$ cat src/rtl/multicycle_pkg.sv
// Shared definitions for the multi-cycle RV32I control path: opcodes, FSM
// states, instruction classes and the select codes seen by the datapath.
package multicycle_pkg;

    localparam logic [6:0] OPC_LUI    = 7'b0110111;
    localparam logic [6:0] OPC_AUIPC  = 7'b0010111;
    localparam logic [6:0] OPC_JAL    = 7'b1101111;
    localparam logic [6:0] OPC_JALR   = 7'b1100111;
    localparam logic [6:0] OPC_BRANCH = 7'b1100011;
    localparam logic [6:0] OPC_LOAD   = 7'b0000011;
    localparam logic [6:0] OPC_STORE  = 7'b0100011;
    localparam logic [6:0] OPC_OP_IMM = 7'b0010011;
    localparam logic [6:0] OPC_OP     = 7'b0110011;

    typedef enum logic [2:0] {
        S_INIT = 3'd0,
        S_IF   = 3'd1,
        S_ID   = 3'd2,
        S_EX   = 3'd3,
        S_MEM  = 3'd4,
        S_WB   = 3'd5,
        S_HLT  = 3'd6
    } state_t;

    localparam logic [1:0] PCSRC_PC4  = 2'b00;
    localparam logic [1:0] PCSRC_JAL  = 2'b01;
    localparam logic [1:0] PCSRC_JALR = 2'b10;
    localparam logic [1:0] PCSRC_BR   = 2'b11;

    localparam logic [1:0] WBSRC_ALU  = 2'b00;
    localparam logic [1:0] WBSRC_LOAD = 2'b01;
    localparam logic [1:0] WBSRC_PC4  = 2'b10;

    localparam logic [1:0] OPSRC_RFWD = 2'b00;
    localparam logic [1:0] OPSRC_ALU  = 2'b01;
    localparam logic [1:0] OPSRC_BR   = 2'b10;

    typedef struct packed {
        logic alu;
        logic load;
        logic store;
        logic branch;
        logic jal;
        logic jalr;
        logic unknown;
    } inst_class_t;

endpackage

$ cat src/rtl/multicycle_ctrl_decode.sv
// One-hot instruction class from the 7-bit opcode; anything unrecognised
// is flagged so the controller can retire it as a NOP.
module inst_class_decode
    import multicycle_pkg::*;
(
    input  logic [6:0]  opcode,
    output inst_class_t cls
);

    always_comb begin
        cls = '0;
        case (opcode)
            OPC_OP, OPC_OP_IMM, OPC_LUI, OPC_AUIPC: cls.alu = 1'b1;
            OPC_LOAD:   cls.load   = 1'b1;
            OPC_STORE:  cls.store  = 1'b1;
            OPC_BRANCH: cls.branch = 1'b1;
            OPC_JAL:    cls.jal    = 1'b1;
            OPC_JALR:   cls.jalr   = 1'b1;
            default:    cls.unknown = 1'b1;
        endcase
    end

endmodule

$ cat src/rtl/multicycle_ctrl.sv
// Main control FSM of the multi-cycle RV32I core: sequences IF/ID/EX/MEM/WB,
// counts retired instructions and stops on the addi/jalr halt pair.
module multicycle_ctrl
    import multicycle_pkg::*;
#(
    parameter logic [31:0] HALT_PREV = 32'h00c00093,
    parameter logic [31:0] HALT_CUR  = 32'h00008067
) (
    input  logic        CLK,
    input  logic        RST,
    input  logic [31:0] IR,
    input  logic        I_MEM_RDY,
    input  logic        D_MEM_RDY,
    input  logic        Branch_Cond,
    output logic        I_MEM_REQ,
    output logic        IR_WE,
    output logic        PC_WE,
    output logic [1:0]  PCSrc,
    output logic        RF_WE,
    output logic [1:0]  WBSrc,
    output logic        D_MEM_REQ,
    output logic        D_MEM_WE,
    output logic [1:0]  OPSrc,
    output logic        INST_DONE,
    output logic [31:0] NUM_INST,
    output logic        HALT
);

    state_t      state, state_next;
    inst_class_t cls;
    logic [31:0] last_inst;
    logic        is_halt;
    logic        unused_branch_cond;

    // The datapath resolves taken/not-taken itself from PCSrc=BR.
    assign unused_branch_cond = Branch_Cond;

    inst_class_decode u_decode (
        .opcode (IR[6:0]),
        .cls    (cls)
    );

    assign is_halt = (last_inst == HALT_PREV) && (IR == HALT_CUR);

    always_ff @(posedge CLK or posedge RST) begin
        if (RST) state <= S_INIT;
        else     state <= state_next;
    end

    always_comb begin
        state_next = state;
        case (state)
            S_INIT: state_next = S_IF;
            S_IF:   if (I_MEM_RDY) state_next = S_ID;
            S_ID: begin
                if (is_halt)          state_next = S_HLT;
                else if (cls.unknown) state_next = S_IF;
                else                  state_next = S_EX;
            end
            S_EX: begin
                if (cls.branch)                 state_next = S_IF;
                else if (cls.load || cls.store) state_next = S_MEM;
                else                            state_next = S_WB;
            end
            S_MEM: if (D_MEM_RDY) state_next = cls.store ? S_IF : S_WB;
            S_WB:  state_next = S_IF;
            S_HLT: state_next = S_HLT;
            default: state_next = S_INIT;
        endcase
    end

    always_comb begin
        I_MEM_REQ = 1'b0;
        IR_WE     = 1'b0;
        PC_WE     = 1'b0;
        PCSrc     = PCSRC_PC4;
        RF_WE     = 1'b0;
        WBSrc     = WBSRC_ALU;
        D_MEM_REQ = 1'b0;
        D_MEM_WE  = 1'b0;
        OPSrc     = OPSRC_RFWD;
        INST_DONE = 1'b0;
        HALT      = 1'b0;
        case (state)
            S_IF: begin
                I_MEM_REQ = 1'b1;
                IR_WE     = I_MEM_RDY;
            end
            S_ID: begin
                if (!is_halt && cls.unknown) begin
                    PC_WE     = 1'b1;
                    INST_DONE = 1'b1;
                end
            end
            S_EX: begin
                if (cls.branch) begin
                    PC_WE     = 1'b1;
                    PCSrc     = PCSRC_BR;
                    OPSrc     = OPSRC_BR;
                    INST_DONE = 1'b1;
                end
            end
            S_MEM: begin
                D_MEM_REQ = 1'b1;
                D_MEM_WE  = cls.store;
                if (D_MEM_RDY && cls.store) begin
                    PC_WE     = 1'b1;
                    OPSrc     = OPSRC_ALU;
                    INST_DONE = 1'b1;
                end
            end
            S_WB: begin
                RF_WE     = 1'b1;
                PC_WE     = 1'b1;
                INST_DONE = 1'b1;
                if (cls.load)                WBSrc = WBSRC_LOAD;
                else if (cls.jal || cls.jalr) WBSrc = WBSRC_PC4;
                if (cls.jal)       PCSrc = PCSRC_JAL;
                else if (cls.jalr) PCSrc = PCSRC_JALR;
            end
            S_HLT: HALT = 1'b1;
            default: ;
        endcase
    end

    // Retire bookkeeping; last_inst feeds the halt-pair detection in ID.
    always_ff @(posedge CLK or posedge RST) begin
        if (RST) begin
            NUM_INST  <= 32'd0;
            last_inst <= 32'd0;
        end else if (INST_DONE) begin
            NUM_INST  <= NUM_INST + 32'd1;
            last_inst <= IR;
        end
    end

endmodule

$ cat config.mk
export PLATFORM = sky130hd
export DESIGN_NAME = multicycle_ctrl
export DESIGN_NICKNAME = d
export VERILOG_FILES = /design/src/rtl/multicycle_pkg.sv /design/src/rtl/multicycle_ctrl_decode.sv /design/src/rtl/multicycle_ctrl.sv
export SDC_FILE = /design/constraint.sdc
export NUM_CORES = 1
export LEC_CHECK = 0
export CAP_MARGIN = 20
export CELL_PAD_IN_SITES_DETAIL_PLACEMENT = 0
export CELL_PAD_IN_SITES_GLOBAL_PLACEMENT = 1
export CORE_UTILIZATION = 37
export DETAILED_ROUTE_END_ITERATION = 16
export GPL_ROUTABILITY_DRIVEN = 0
export GPL_TIMING_DRIVEN = 0
export PLACE_DENSITY_LB_ADDON = 0.1
export SYNTH_ARGS = -nofsm -noshare
export SYNTH_HDL_FRONTEND = slang
export SYNTH_SLANG_ARGS = --single-unit
$ cat constraint.sdc
create_clock -name CLK -period 2.6 [get_ports CLK]
set_input_delay 0.52 -clock CLK [delete_from_list [all_inputs] [get_ports CLK]]
set_output_delay 0.52 -clock CLK [all_outputs]
set_load 0.05 [all_outputs]
==> key figures, run 1 <==
Finish
  • Layout cells sized above 1: approximately 14%
  • Antenna Cells: 0
  • Non-Filler Cell Area, Final: 4530 um2
  • FILL cells: about 820
  • Area grow syn2layout: 36.1%
  • Final #Nets: 484
  • Final core utilization: 51.9%

Floorplanning
  • Die Y: 96.8 um
  • Die area: 9380 um2
  • Core ar.: 8720 um2
  • I/O pins: 83
  • Initial Util: between 30% and 40%
  • Chip Width: around 97 um
  • Row count: 34

CTS
  • Max Root-Sink Buffers: 2
  • Sink Count: 67
  • Root buffer cell: clkbuf_8
  • Cts bufs inserted: 9
  • CTS tree: built
  • H-tree depth: 3
  • Worst skew pair latency: 340 ps
  • Clock slew at reported path FFs: approximately 70 ps

Worst setup path
  • Req. time, crit path: about 2100 ps
  • Crit path DAT: a little under 2000 ps
  • Max Fanout on Critical Path: 6
  • RR Endpoint: last_inst[15]
  • Startpoint types: primary input
  • Path depth of the worst reg2reg path: 9
  • Worst Path Class, Setup: primary input to primary output
  • RR Startpoint: state[2]
  • CP Capture Type: primary output
  • Worst reg-to-reg setup slack: between 500 and 600 ps

GRT
  • First-pass GRT wire length: about 14000 um
  • Largest net degree at the start of global routing: between 60 and 70
  • Vias in the first global route: ~2600
  • Total Routing Usage GR: 18.2%
  • Total congestion overflow: 0
  • Initial antenna violation count: 0

Timing
  • RSZ-0062 raised after global routing: no
  • Fin worst setup slack: between 90 and 100 ps
  • Slew headroom: ~43%
  • Slew @ Worst Pin: 848 ps
  • Fmax: between 300 and 400 MHz
  • # setup viols final: 0
  • Clk_skew: 13.8 ps
  • Minimum clock period: 2500 ps
  • Slew Viols, Final: 0
  • Fin Hold WS: between 400 and 500 ps
  • Post-route clock period utilization: between 90% and 100%
  • Post-route setup TNS: 0 ps
  • Hold Violations, Final: 0

Logic synthesis
  • Top cell type's share of synthesized area: 50.4%
  • Simple-Gate Fraction of Synth Area: between 30 and 40%
  • Adder-cell share of the synthesized area: less than 1%
  • EDFF count, synth: 0
  • Sequential share of the synthesized area: 50.4%
  • Synth top area cells: dfrtp_1 50%, nand2_1 13%, xor2_1 6.3%, nor4_2 3.0%, and3_1 2.3%
  • Syn avg cell area: 9.51 um2
  • Syn Nets: 388
  • Post-synth top flop: dfrtp_1
  • Synth Area in XOR/XNOR: between 8 and 9%
  • Synthesized instance count: between 300 and 400
  • Yosys warns: 0
  • Largest family of logic cells by synthesized area: simple AND/OR/NAND/NOR gates
  • Synth area leader: dfrtp_1
  • Synth cell types: 44
  • Post-synthesis register bit count: 67
  • Cell Area, Synth: approximately 3300 um2
  • Async S/R FF share, synth: 100%
  • Complex-gate fraction of the synthesized area: approximately 4.1%
  • Mux cell area share after synthesis: 0%

Route
  • Routed length per instance: around 15 um
  • Final WL: about 8100 um
  • Routed wl met3: 355 um
  • Via density: just under 5
  • Pre-Repair DR Iteration Count: 4
  • Metal-1 WL: between 3000 and 4000 um
  • Metal2 WL: ~3800 um
  • Drt drc: 0
  • Highest metal used: met4
  • DRT iter0 DRCs: between 100 and 150
  • Post-route ant nets: 0
  • Via count: approximately 2800

Power
  • VDD IR-drop max: around 540 uV
  • Power density over the cells: a little under 900 nW/um2
  • Cell leakage power: roughly 0.0023 uW

Worst hold path
  • Worst hold path type: register to register
  • WHS Path Cells: 2
  • Origin of the worst min-delay path: last_inst[0]
  • Hold path endpoint: last_inst[0]

Outcome
  • Outcome: complete, no violations

Place
  • Post-place setup slack: -1350 ps
  • PortBufs: 81
  • Area after DPL: 4290 um2
  • Final HPWL DP: ~5600 um

Run
  • Max-cap violations: 0
[area by class of cell]
type / instances / area, um2 / share of cell area [%]
sequential: 67 / 1680 / 37.0
multi-input combinational: 256 / 1530 / 33.9
timing repair buffer: 88 / 838 / 18.5
tap: 108 / 135 / 2.98
clock buffer: 10 / 128 / 2.82
clock inverter: 6 / 90.1 / 1.99
buffer: 15 / 88.8 / 1.96
inverter: 9 / 38.8 / 0.856
[metrics by stage]
step | std cells | total power (uW)
after floorplan | 350 | 2560
after global placement | 539 | 3010
after detailed placement | 539 | 3030
after CTS | 559 | 4040
after global routing | 559 | 4270
final | 559 | 3990
[worst max-delay path by stage]
| stage | slack (ps) | cells after the start | endpoint | startpoint |
|---|---|---|---|---|
| 4_1_cts | -10 | 8 | PC_WE | IR[2] |
| 3_5_place_dp | -1350 | 10 | PC_WE | IR[2] |
| 6_report | 100 | 7 | PC_WE | IR[3] |
| 3_3_place_gp | -1350 | 10 | PC_WE | IR[2] |
| 2_1_floorplan | -190 | 5 | OPSrc[0] | IR[4] |
| 5_1_grt | 20 | 8 | PC_WE | IR[6] |
[kinds of logic (layout without fill, tap and decap cells)]
group                    Yosys count  after routing
AND/OR/NAND/NOR                  208            208
AO/OA/AOI/OAI                     16             16
adder cells (fa/ha/maj)            1              1
XOR/XNOR                          31             31
flip-flops                        67             67
buffers and inverters             27            128
[sequential cells by signal, indices dropped and copies added (netlist names)]
name and count:
NUM_INST 32, last_inst 32, state 3
[where the power goes]
group / switching, uW / internal [uW]
clock network: 423 / 542
registers: 208 / 1350
logic: 920 / 553
total: 1550 / 2440
[cells in the final DEF, fill, tap and decap left out, types with 3 or more instances in the layout]
master and instances:
nand2_1 111, dfrtp_1 67, clkdlybuf4s50_1 60, xor2_1 24
buf_4 13, nand3_1 12, and3_1 11, nor2_1 10
nor3_1 10, nor4_1 10, buf_2 9, clkbuf_8 9
dlygate4sd2_1 9, nand4_1 8, inv_1 7, nor4_2 7
xnor2_1 7, nor2b_1 5, o21ai_0 5, clkbuf_1 4
a21o_1 3, nor4b_1 3, and2_1 3
[routing by layer]
layer / vias up / global-route usage [%]
li1: 1372 / -
met1: 1319 / 26.2
met2: 63 / 26.6
met3: 4 / 5.42
met4: 0 / 4.94
met5: - / 0
[synthesized netlist by cell type (8+ instances only)]
library cell / count
nor4_2: 8
xor2_1: 24
dfrtp_1: 67
nor4_1: 10
nand4_1: 8
nor3_1: 11
nand2_1: 111
inv_1: 8
nor2_1: 10
and3_1: 12
nand3_1: 12
[repair_timing]
action,CTS,global route
pin swaps,6,3
setup endpoints to repair,12,10
hold buffers,0,0
gates resized for setup,59,5
setup buffers,6,1
[worst max-delay path: stages]
cell           delay [ps]
dlygate4sd2_1         330
o21ai_2               190
a41oi_2               190
a221oi_4              380
inv_4                  80
buf_4                 140
buf_6                 140
Power figures use the tool's default switching activity.
==> run 2: changes to the inputs <==
Settings changed: GPL_ROUTABILITY_DRIVEN 0 to default.
==> results of run 2 <==
Final layout, timing and power as in run 1 (identical DEF).
==> run 3: changes to the inputs <==
Settings changed: CORE_MARGIN from default to 3.
==> key figures, run 3 (synthesis gave the netlist of run 1 again) <==
Floorplanning
  • Core ar.: 8460 um2 (-2.9%)
  • Die area: 10200 um2 (+8.4%)
  • Row count: 33 (-2.9%)
  • Chip Width: 101 um (+4.1%)
  • Die Y: 101 um (+4.1%)
  • Initial Util: 39.3% (+1.2 points)
  • I/O pins: 83 (unchanged)

GRT
  • Total Routing Usage GR: 16.7% (-1.5 points)
  • Met3 Use GR: 3.60% (-1.8 points)
  • Met2 GRT Util: 25.2% (-1.4 points)
  • GRT busiest layer: met2
  • First-pass GRT wire length: 13400 um (-1.4%)
  • Total congestion overflow: 0 (unchanged)
  • Vias in the first global route: 2724 (+3.1%)
  • Largest net degree at the start of global routing: 68 (unchanged)
  • Met1 Use GR: 23.5% (-2.7 points)
  • Initial antenna violation count: 0 (unchanged)

CTS
  • Worst skew pair latency: 330 ps (about the same)
  • Root buffer cell: clkbuf_8
  • Max Root-Sink Buffers: 2 (unchanged)
  • H-tree depth: 3 (unchanged)
  • Clock slew at reported path FFs: 70 ps (about the same)
  • Sink Count: 67 (unchanged)
  • CTS tree: built
  • Cts hold-fix bufs: 0 (unchanged)
  • Cts bufs inserted: 9 (unchanged)

Timing
  • Fin Hold WS: 451 ps (-16.8 ps)
  • Post-route setup TNS: 0 ps (unchanged)
  • Post-route clock period utilization: 99.8% (+3.5 points)
  • Slew @ Worst Pin: 847 ps (-1.28 ps)
  • Slew headroom: 43.5% (+0.086 points)
  • # setup viols final: 0 (unchanged)
  • Slew Viols, Final: 0 (unchanged)
  • Fmax: 385 MHz (-3.5%)
  • Minimum clock period: 2590 ps (+91.3 ps)
  • Hold Violations, Final: 0 (unchanged)
  • RSZ-0062 raised after global routing: yes
  • Clk_skew: 8.72 ps (-5.05 ps)

Power
  • Cell leakage power: 0.00222 uW (-1.7%)
  • Part of the power in registers: 41.1% (+2.2 points)
  • Pint: 2300 uW (-5.8%)
  • Power density over the cells: 841 nW/um2 (-4.6%)
  • Logic pwr share: 39.9% (+3.0 points)
  • Net Sw Power: 1490 uW (-4.2%)
  • Sw Ratio: 39.3% (+0.41 points)
  • VDD IR-drop max: 534 uV (-1.6%)
  • Clock Power Share: 19.0% (-5.2 points)

Route
  • Pre-Repair DR Iteration Count: 4 (unchanged)
  • Post-route ant nets: 0 (unchanged)
  • Final WL: 8170 um (+0.36%)
  • Via count: 2765 (+0.25%)
  • DRT iter0 DRCs: 46 (-61%)
  • Drt drc: 0 (unchanged)
  • Routed length per instance: 14.8 um (+1.4%)
  • Via density: 5.00 (+1.3%)

Place
  • Final HPWL DP: 5800 um (+3.2%)
  • PortBufs: 81 (unchanged)
  • GPL Wtd Cong: about 0.8
  • Cells after DPL: 536 (-0.56%)

Worst hold path
  • Worst hold path type: primary input to register

Worst setup path
  • Worst Path Class, Setup: primary input to primary output
  • CP Capture Type: primary output
  • Req. time, crit path: 2080 ps (about the same)
  • Startpoint types: primary input
  • Max Fanout on Critical Path: 7 (+1)
  • Crit path DAT: 2070 ps (+90 ps)

Finish
  • Area grow syn2layout: 35.3%
  • FILL cells: 804 (-1.3%)
  • Antenna Cells: 0 (unchanged)
  • Final #Nets: 485 (+0.21%)
  • Commonest cells after routing, fill and taps aside: 111 x nand2_1, 67 x dfrtp_1, 61 x clkdlybuf4s50_1
  • Final Non-Filler Cells: 553 (-1.1%)
  • Layout cells sized above 1: 13.8% (-0.35 points)
  • Commonest non-fill, non-tap cell in the layout: nand2_1
  • Biggest registers after layout: NUM_INST x32, last_inst x32, state x3

Run
  • Max-cap violations: 0 (unchanged)

Outcome
  • Outcome: complete, no violations
[run 3: changes by cell type in the layout (fill, tap and decap cells not counted), sizes merged, moves of 2 or more]
cell,previous run,this run
clkbuf,14,17
buf,26,23
dlygate4sd2,9,6
clkdlybuf4s15,2,6
bufinv,2,0
clkinv,3,0
[run 3: critical path, stage by stage]
cell and delay (ps):
clkdlybuf4s15_2 270, nor2b_1 170, o21ai_2 120, a41oi_2 200, a221oi_4 400, inv_4 100
buf_4 150, buf_8 140
[run 3: area by class of cell]
type / count / area (um2) / share of cell area [%]
sequential: 67 / 1680 / 37.3
inverter: 9 / 38.8 / 0.862
tap: 105 / 131 / 2.92
timing repair buffer: 88 / 860 / 19.1
multi-input combinational: 256 / 1540 / 34.3
clock buffer: 12 / 155 / 3.45
timing repair inverter: 1 / 7.51 / 0.167
buffer: 15 / 88.8 / 1.97
[run 3: per-stage QoR]
stage	total power [uW]	setup WS, ps	util [%]	cell area (um2)
after floorplan	2560	-193	-	3340
after global placement	3010	-1390	50.6	4280
after detailed placement	3030	-1360	50.6	4290
after CTS	3800	-25.1	52.7	4460
after global routing	4070	-59.1	53.2	4500
final	3790	5.08	53.2	4500
[run 3: repair_timing]
action / 4_1_cts / 5_1_grt
setup endpoints to repair: 12 / 11
buffers inserted: 3 / 4
resized for setup: 62 / 5
pin swaps: 6 / 4
hold endpoints to repair: 0 / 0
cloned: 0 / 1
[run 3: path summary, 6_finish.rpt]
check	from	endpoint	slack, ps	cells after the start
worst max-delay path	IR[2]	PC_WE	5	8
worst min-delay path	IR[4]	last_inst[4]	450	3
worst max register to register	state[2]	NUM_INST[14]	510	7
worst min register to register	last_inst[16]	last_inst[16]	470	2
max in group asynchronous	RST	last_inst[9]	1320	2
min in group asynchronous	RST	NUM_INST[23]	710	2
[run 3: power by group through the flow]
stage               Combinational, uW  Sequential, uW  Clock, uW
finish                           1510            1560        718
global placement                 1450            1560          0
CTS                              1500            1540        753
floorplan                         919            1640          0
global route                     1680            1600        789
detailed placement               1470            1560          0
[run 3: layer usage]
metal | share of wire [%] | vias to the layer above
li1 | - | 1368
met1 | 48 | 1328
met2 | 45 | 63
met3 | 5.7 | 6
met4 | 0.83 | 0
met5 | 0 | -
